File: src/rtl/pipe_pkg.sv
// Shared pipeline-stage types: occupancy encoding, rv32i stage payloads and bubble constants.
package pipe_pkg;

    typedef enum logic [1:0] {
        PIPE_EMPTY = 2'd0,
        PIPE_ONE   = 2'd1,
        PIPE_TWO   = 2'd2
    } pipe_occ_t;

    localparam int unsigned XLEN = 32;

    localparam logic [6:0] OP_IMM  = 7'b0010011;
    localparam logic [2:0] ALU_ADD = 3'b000;

    typedef struct packed {
        logic [6:0] opcode;
        logic [2:0] aluop;
        logic       load_regfile;
        logic       mem_read;
        logic       mem_write;
        logic [4:0] rd;
    } rv32i_control_word;

    typedef struct packed {
        logic [XLEN-1:0] imm;
        logic [4:0]      shamt;
    } packed_imm;

    typedef struct packed {
        logic            commit;
        logic [XLEN-1:0] pc;
        logic [XLEN-1:0] inst;
    } monitor_t;

    typedef struct packed {
        rv32i_control_word ctrl;
        packed_imm         imm;
        logic [XLEN-1:0]   rs1_v;
        logic [XLEN-1:0]   rs2_v;
        monitor_t          mon;
    } id_ex_payload_t;

    localparam int unsigned ID_EX_W = $bits(id_ex_payload_t);

    // ID/EX bubble: addi x0,x0,0 style NOP that never writes back or commits.
    function automatic id_ex_payload_t id_ex_bubble();
        id_ex_payload_t p;
        p              = '0;
        p.ctrl.opcode  = OP_IMM;
        p.ctrl.aluop   = ALU_ADD;
        return p;
    endfunction

    localparam id_ex_payload_t ID_EX_BUBBLE = id_ex_bubble();

endpackage

File: src/rtl/sat_counter.sv
// Saturating up-counter with synchronous clear; clear wins over increment.
module sat_counter #(
    parameter int unsigned CNT_W = 16
) (
    input  logic             clk,
    input  logic             rst,
    input  logic             inc,
    input  logic             clr,
    output logic [CNT_W-1:0] count
);

    localparam logic [CNT_W-1:0] CNT_MAX = {CNT_W{1'b1}};

    // Count up on inc, stick at all-ones, clear has priority.
    always_ff @(posedge clk) begin
        if (rst || clr) begin
            count <= '0;
        end else if (inc && (count != CNT_MAX)) begin
            count <= count + CNT_W'(1);
        end
    end

endmodule

File: src/rtl/pipe_stage_skid.sv
// Pipeline-stage register with valid/ready handshake and 2-entry skid buffer.
// in_ready depends only on registered state, so back-pressure never ripples
// combinationally upstream. Oldest beat always sits in main.
module pipe_stage_skid
    import pipe_pkg::*;
#(
    parameter int unsigned          PAYLOAD_W  = 256,
    parameter logic [PAYLOAD_W-1:0] BUBBLE_VAL = '0,
    parameter int unsigned          CNT_W      = 16
) (
    input  logic                 clk,
    input  logic                 rst,
    input  logic                 flush,
    input  logic                 in_valid,
    output logic                 in_ready,
    input  logic [PAYLOAD_W-1:0] in_data,
    output logic                 out_valid,
    input  logic                 out_ready,
    output logic [PAYLOAD_W-1:0] out_data,
    output logic [1:0]           occupancy,
    output logic [CNT_W-1:0]     stall_cnt,
    input  logic                 stall_clr
);

    pipe_occ_t              state_q, state_d;
    logic [PAYLOAD_W-1:0]   main_q, main_d;
    logic [PAYLOAD_W-1:0]   skid_q, skid_d;
    logic                   main_we, skid_we;
    logic                   in_fire, out_fire;

    // Handshake decode from registered state; flush gates both directions.
    always_comb begin
        in_ready  = (state_q != PIPE_TWO);
        out_valid = (state_q != PIPE_EMPTY) && !flush;
        in_fire   = in_valid && in_ready && !flush;
        out_fire  = out_valid && out_ready;
        out_data  = out_valid ? main_q : BUBBLE_VAL;
        occupancy = 2'(state_q);
    end

    // Next-state and payload write-enable logic; payload only written on a change.
    always_comb begin
        state_d = state_q;
        main_d  = main_q;
        skid_d  = skid_q;
        main_we = 1'b0;
        skid_we = 1'b0;
        if (flush) begin
            state_d = PIPE_EMPTY;
            main_we = 1'b1;
            main_d  = BUBBLE_VAL;
            skid_we = 1'b1;
            skid_d  = BUBBLE_VAL;
        end else begin
            case (state_q)
                PIPE_EMPTY: begin
                    if (in_fire) begin
                        state_d = PIPE_ONE;
                        main_we = 1'b1;
                        main_d  = in_data;
                    end
                end
                PIPE_ONE: begin
                    if (in_fire && out_fire) begin
                        main_we = 1'b1;
                        main_d  = in_data;
                    end else if (in_fire) begin
                        state_d = PIPE_TWO;
                        skid_we = 1'b1;
                        skid_d  = in_data;
                    end else if (out_fire) begin
                        state_d = PIPE_EMPTY;
                        main_we = 1'b1;
                        main_d  = BUBBLE_VAL;
                    end
                end
                PIPE_TWO: begin
                    if (out_fire) begin
                        state_d = PIPE_ONE;
                        main_we = 1'b1;
                        main_d  = skid_q;
                        skid_we = 1'b1;
                        skid_d  = BUBBLE_VAL;
                    end
                end
                default: begin
                    state_d = PIPE_EMPTY;
                    main_we = 1'b1;
                    main_d  = BUBBLE_VAL;
                    skid_we = 1'b1;
                    skid_d  = BUBBLE_VAL;
                end
            endcase
        end
    end

    // State and payload registers; reset aborts everything like flush.
    always_ff @(posedge clk) begin
        if (rst) begin
            state_q <= PIPE_EMPTY;
            main_q  <= BUBBLE_VAL;
            skid_q  <= BUBBLE_VAL;
        end else begin
            state_q <= state_d;
            if (main_we) main_q <= main_d;
            if (skid_we) skid_q <= skid_d;
        end
    end

    sat_counter #(
        .CNT_W (CNT_W)
    ) u_stall_cnt (
        .clk   (clk),
        .rst   (rst),
        .inc   (out_valid && !out_ready),
        .clr   (stall_clr),
        .count (stall_cnt)
    );

endmodule

File: config.mk
export PLATFORM = sky130hd
export DESIGN_NAME = pipe_stage_skid
export DESIGN_NICKNAME = d
export VERILOG_FILES = /design/src/rtl/pipe_pkg.sv /design/src/rtl/sat_counter.sv /design/src/rtl/pipe_stage_skid.sv
export SDC_FILE = /design/constraint.sdc
export NUM_CORES = 1
export LEC_CHECK = 0
export CORE_ASPECT_RATIO = 1.25
export CORE_MARGIN = 8
export CORE_UTILIZATION = 45
export CTS_CLUSTER_DIAMETER = 60
export DETAILED_ROUTE_END_ITERATION = 8
export PLACE_DENSITY = 0.79
export SETUP_SLACK_MARGIN = 0.05
export SYNTH_ARGS = -nofsm -noshare
export SYNTH_HDL_FRONTEND = slang
export SYNTH_SLANG_ARGS = --single-unit
File: constraint.sdc
create_clock -name clk -period 1.9 [get_ports clk]
set_input_delay 0.475 -clock clk [delete_from_list [all_inputs] [get_ports clk]]
set_output_delay 0.475 -clock clk [all_outputs]
set_load 0.005 [all_outputs]
==> impl_results.md <==
* Post-synthesis sequential area ratio at 0.394
* # hold bufs at CTS at 0
* Startpoint class of the critical path: flip-flop
* Initial core utilization at 0.453
* FF-to-FF path depth at 6
* Synth Area per Inst at 8.07 sq um
* Final Core Density at 0.625
* Number of global-route vias before repair at 26800
* Global router's overall resource usage at 0.277
* Die extent in x at 235 um
* Via count at 28800
* Cell variety after synth at 46
* Worst-path cell chain: o21ba_4 > buf_12 > buf_12 > buf_16 > buf_8 > buf_6 > and2_4 > buf_6
* Ranking of synthesized cells by area: sky130_fd_sc_hd__dfxtp_1 (39%), sky130_fd_sc_hd__and2_1 (9.7%), sky130_fd_sc_hd__a32oi_1 (8.3%), sky130_fd_sc_hd__a21oi_1 (8.0%), sky130_fd_sc_hd__nand3_1 (6.6%)
* Clk_skew at 0.0234 ns
* Number of sinks handled by clock tree synthesis at 530
* Arithmetic-cell share of the synthesized area counting full adders, half adders and majority gates at 0.000465
* Routed wire length at 105000 um
* Area overhead of the layout relative to synthesis at 37.9%
* Buf+Inv Stages, Crit Path at 6
* Final critical path time including I/O delays and setup at 2.57 ns
* Parity-gate share of the synthesized area counting xor and xnor cells at 0
* Crit path from: occupancy[1]
* Normalized max-slew margin at 0.530
* Area fraction in compound gates after synthesis at 0.245
* Peak ir drop on the vdd network at 733 uV
* Setup-failing EPs final at 336
* Max capacitance violation total at 0
* Core area at 59400 sq um
* Floorplan row count at 100
* Fraction of post-synthesis cell area in the top cell type by area at 0.394
* Flop2flop setup slack at -0.15 ns
* Total grt overflow at 0
* Number of cells on the critical path at 8
* Violations in the final reports: negative setup slack
* Multiplexer area fraction after synthesis at 0.0380
* Kind of cell adding the most delay to the critical path: buffers and inverters
* Post-detailed-route via-to-cell ratio at 6.20
* Kind of critical path: flip-flop to output pin
* CTS tree: done
* Worst Max-Slew Pin Slew at 0.705 ns
* Worst path slowest cell: sky130_fd_sc_hd__dfxtp_4
* Worst Path Max Fanout at 7
* Post-CTS clock slew at the launch and capture registers of the worst setup and hold paths at 0.06 ns
* Path category of the worst min-delay check: primary input to flip-flop
* Commonest non-fill, non-tap cell in the layout: sky130_fd_sc_hd__dfxtp_1
* Worst slack, placed at -0.954 ns
* Post-route setup TNS at -140.74 ns
* Result of the run: finished, violations left
* Fin nets at 4066
* Unrepaired setup endpoints after global routing: yes
* Count of yosys warnings during synthesis at 0
* Maximum operating frequency at 0.390 GHz
* Flip-flop and latch count after synthesis at 530
* Initial antenna violation count at 30
* Count of input and output buffers at 537
* Post-synthesis instance area at 26900 sq um
* Worst setup slack after layout at -0.667 ns
* Remaining design rule violation count at 0
* H-tree level count at 2
* Simple-gate portion of the synthesized area at 0.247
* Crit path arrival time at 2.09 ns
* Final period utilization at 1.35
* Most used cells in the layout excluding fill and tap cells: sky130_fd_sc_hd__dfxtp_1 (528), sky130_fd_sc_hd__a21oi_1 (428), sky130_fd_sc_hd__nand3_1 (357)
* Gp weighted congestion at 0.887
* Number of failing hold endpoints at the final stage at 0
* Synthesized netlist cell count at 3339
* Static power due to leakage at 0.0143 uW
* WL per Instance at 22.7 um
* Capturing element type of the critical path: output pin
* Main combinational cell family by area after synthesis: simple AND/OR/NAND/NOR gates
* DP Wirelength at 63100 um
* Total Die Area at 68000 sq um
* Clock latency reported for the late side of the worst-skew pair at 0.62 ns
* Critical Path Sink: out_data[224]
* Maximum number of pins on one net before global-route repair at 114
* # IOs at 538
* Final max-slew violation count at 0
* Clk Tree Root Cell: sky130_fd_sc_hd__clkbuf_16
* Share of final-layout standard cells stronger than drive strength 1 at 0.153
* Post-route cell area at 37100 sq um
* Synth area leader: sky130_fd_sc_hd__dfxtp_1
* Drt first pass iters at 6
* First-pass GRT wire length at 154000 um
* Instance area at placement at 34000 sq um
* Number of nets with antenna violations after routing at 0
* Reg2Reg Launch Point: occupancy[1]
* Chip Height at 290 um
* Syn_nets at 3602
* Iteration-0 DRC Markers at 2968
* CP max stage delay at 0.35 ns
* Pwr Density at 719 nW/um^2
* CTS buffer count at 54
* Required time reported for the critical path endpoint at 1.42 ns
* Buffer depth of the longest clock path at 3
* Reg2reg end: main_q[110]
-- cells by family (layout without fill, tap and decap cells) --
family                   count (synthesis)  after routing
AO/OA/AOI/OAI                          962            962
buffers and inverters                  507           1015
multiplexers                           102            103
adder cells (fa/ha/maj)                  1              1
AND/OR/NAND/NOR                       1237           1237
flip-flops                             530            530
other                                    0             25
-- cells in the mapped netlist (all sizes together) --
cell type    n
nand3b       1
o211ai     160
and3         2
o311ai       1
nand4bb      1
nor3         1
o311a        1
a2111oi      1
o22ai        2
o21a         2
and2       416
nor4         3
or3          5
nor3b        2
mux2         1
o31ai        8
and4         2
o21bai       1
o32ai       97
a21oi      428
or4          9
nand2       10
buf        137
o21ai        3
o21ba        1
or2          1
o22a         1
nor2b        2
ha           1
inv        102
clkbuf     268
mux2i      101
dfxtp      530
nand2b     159
nand4        7
nor2       258
o41ai        1
a32oi      255
nand3      358
-- layer usage --
| metal | track usage | part of all wire | vias to the layer above |
|---|---|---|---|
| met4 | 0.129 | 0.048 | 10 |
| li1 | - | - | 13000 |
| met3 | 0.0556 | 0.091 | 317 |
| met1 | 0.349 | 0.39 | 13900 |
| met5 | 0 | 0.00066 | - |
| met2 | 0.455 | 0.47 | 1559 |
-- worst register-to-register path, cell delays in order (launching register included) --
cell and delay, ns:
sky130_fd_sc_hd__dfxtp_4 0.35, sky130_fd_sc_hd__buf_4 0.21, sky130_fd_sc_hd__buf_12 0.40, sky130_fd_sc_hd__nand2b_1 0.39, sky130_fd_sc_hd__a21oi_1 0.04, sky130_fd_sc_hd__o211ai_1 0.43, sky130_fd_sc_hd__a21oi_1 0.13
-- area by class of cell --
cell class / instances / area, sq um
Tap cell: 765 / 957
Inverter: 102 / 397
Antenna cell: 25 / 62.6
Clock buffer: 75 / 1540
Sequential cell: 530 / 10600
Fill cell: 4886 / 22300
Clock inverter: 26 / 363
Timing Repair Buffer: 812 / 8640
Multi-Input combinational cell: 2303 / 14600
-- sequential cells by signal, summed over array words and instances, names as in the netlist --
| register | cells |
|---|---|
| u_stall_cnt.count | 16 |
| main_q | 256 |
| skid_q | 256 |
| occupancy | 2 |
-- through the flow --
| stage | total power, uW | cells | hold WS [ns] |
|---|---|---|---|
| floorplan | 13400 | 3339 | 0.439 |
| global placement | 15000 | 4439 | 0.445 |
| detailed placement | 15100 | 4439 | 0.452 |
| CTS | 26600 | 4580 | 0.208 |
| global route | 27500 | 4634 | 0.223 |
| finish | 26700 | 4638 | 0.250 |
-- where the power goes --
| part | internal (uW) | switching (uW) | total (uW) |
|---|---|---|---|
| Combinational | 1680 | 2080 | 3750 |
| Clock | 6670 | 4780 | 11500 |
| Sequential | 11300 | 166 | 11500 |
-- worst min path at each step --
stage	slack, ns	from	endpoint	cells past startpoint
finish	0.25	rst	skid_q[185]	2
global route	0.22	rst	skid_q[58]	2
CTS	0.21	rst	skid_q[58]	2
detailed placement	0.45	main_q[4]	main_q[4]	2
global placement	0.45	main_q[7]	main_q[7]	2
floorplan	0.44	main_q[0]	main_q[0]	2
-- repair_timing --
| item | 4_1_cts | 5_1_grt |
|---|---|---|
| setup endpoints to repair | 541 | 675 |
| resized for setup | 547 | 269 |
| hold endpoints to repair | 0 | 0 |
| gates cloned | 16 | 15 |
| setup buffers | 25 | 23 |
| pin swaps | 16 | 10 |
Power figures use the tool's default switching activity.
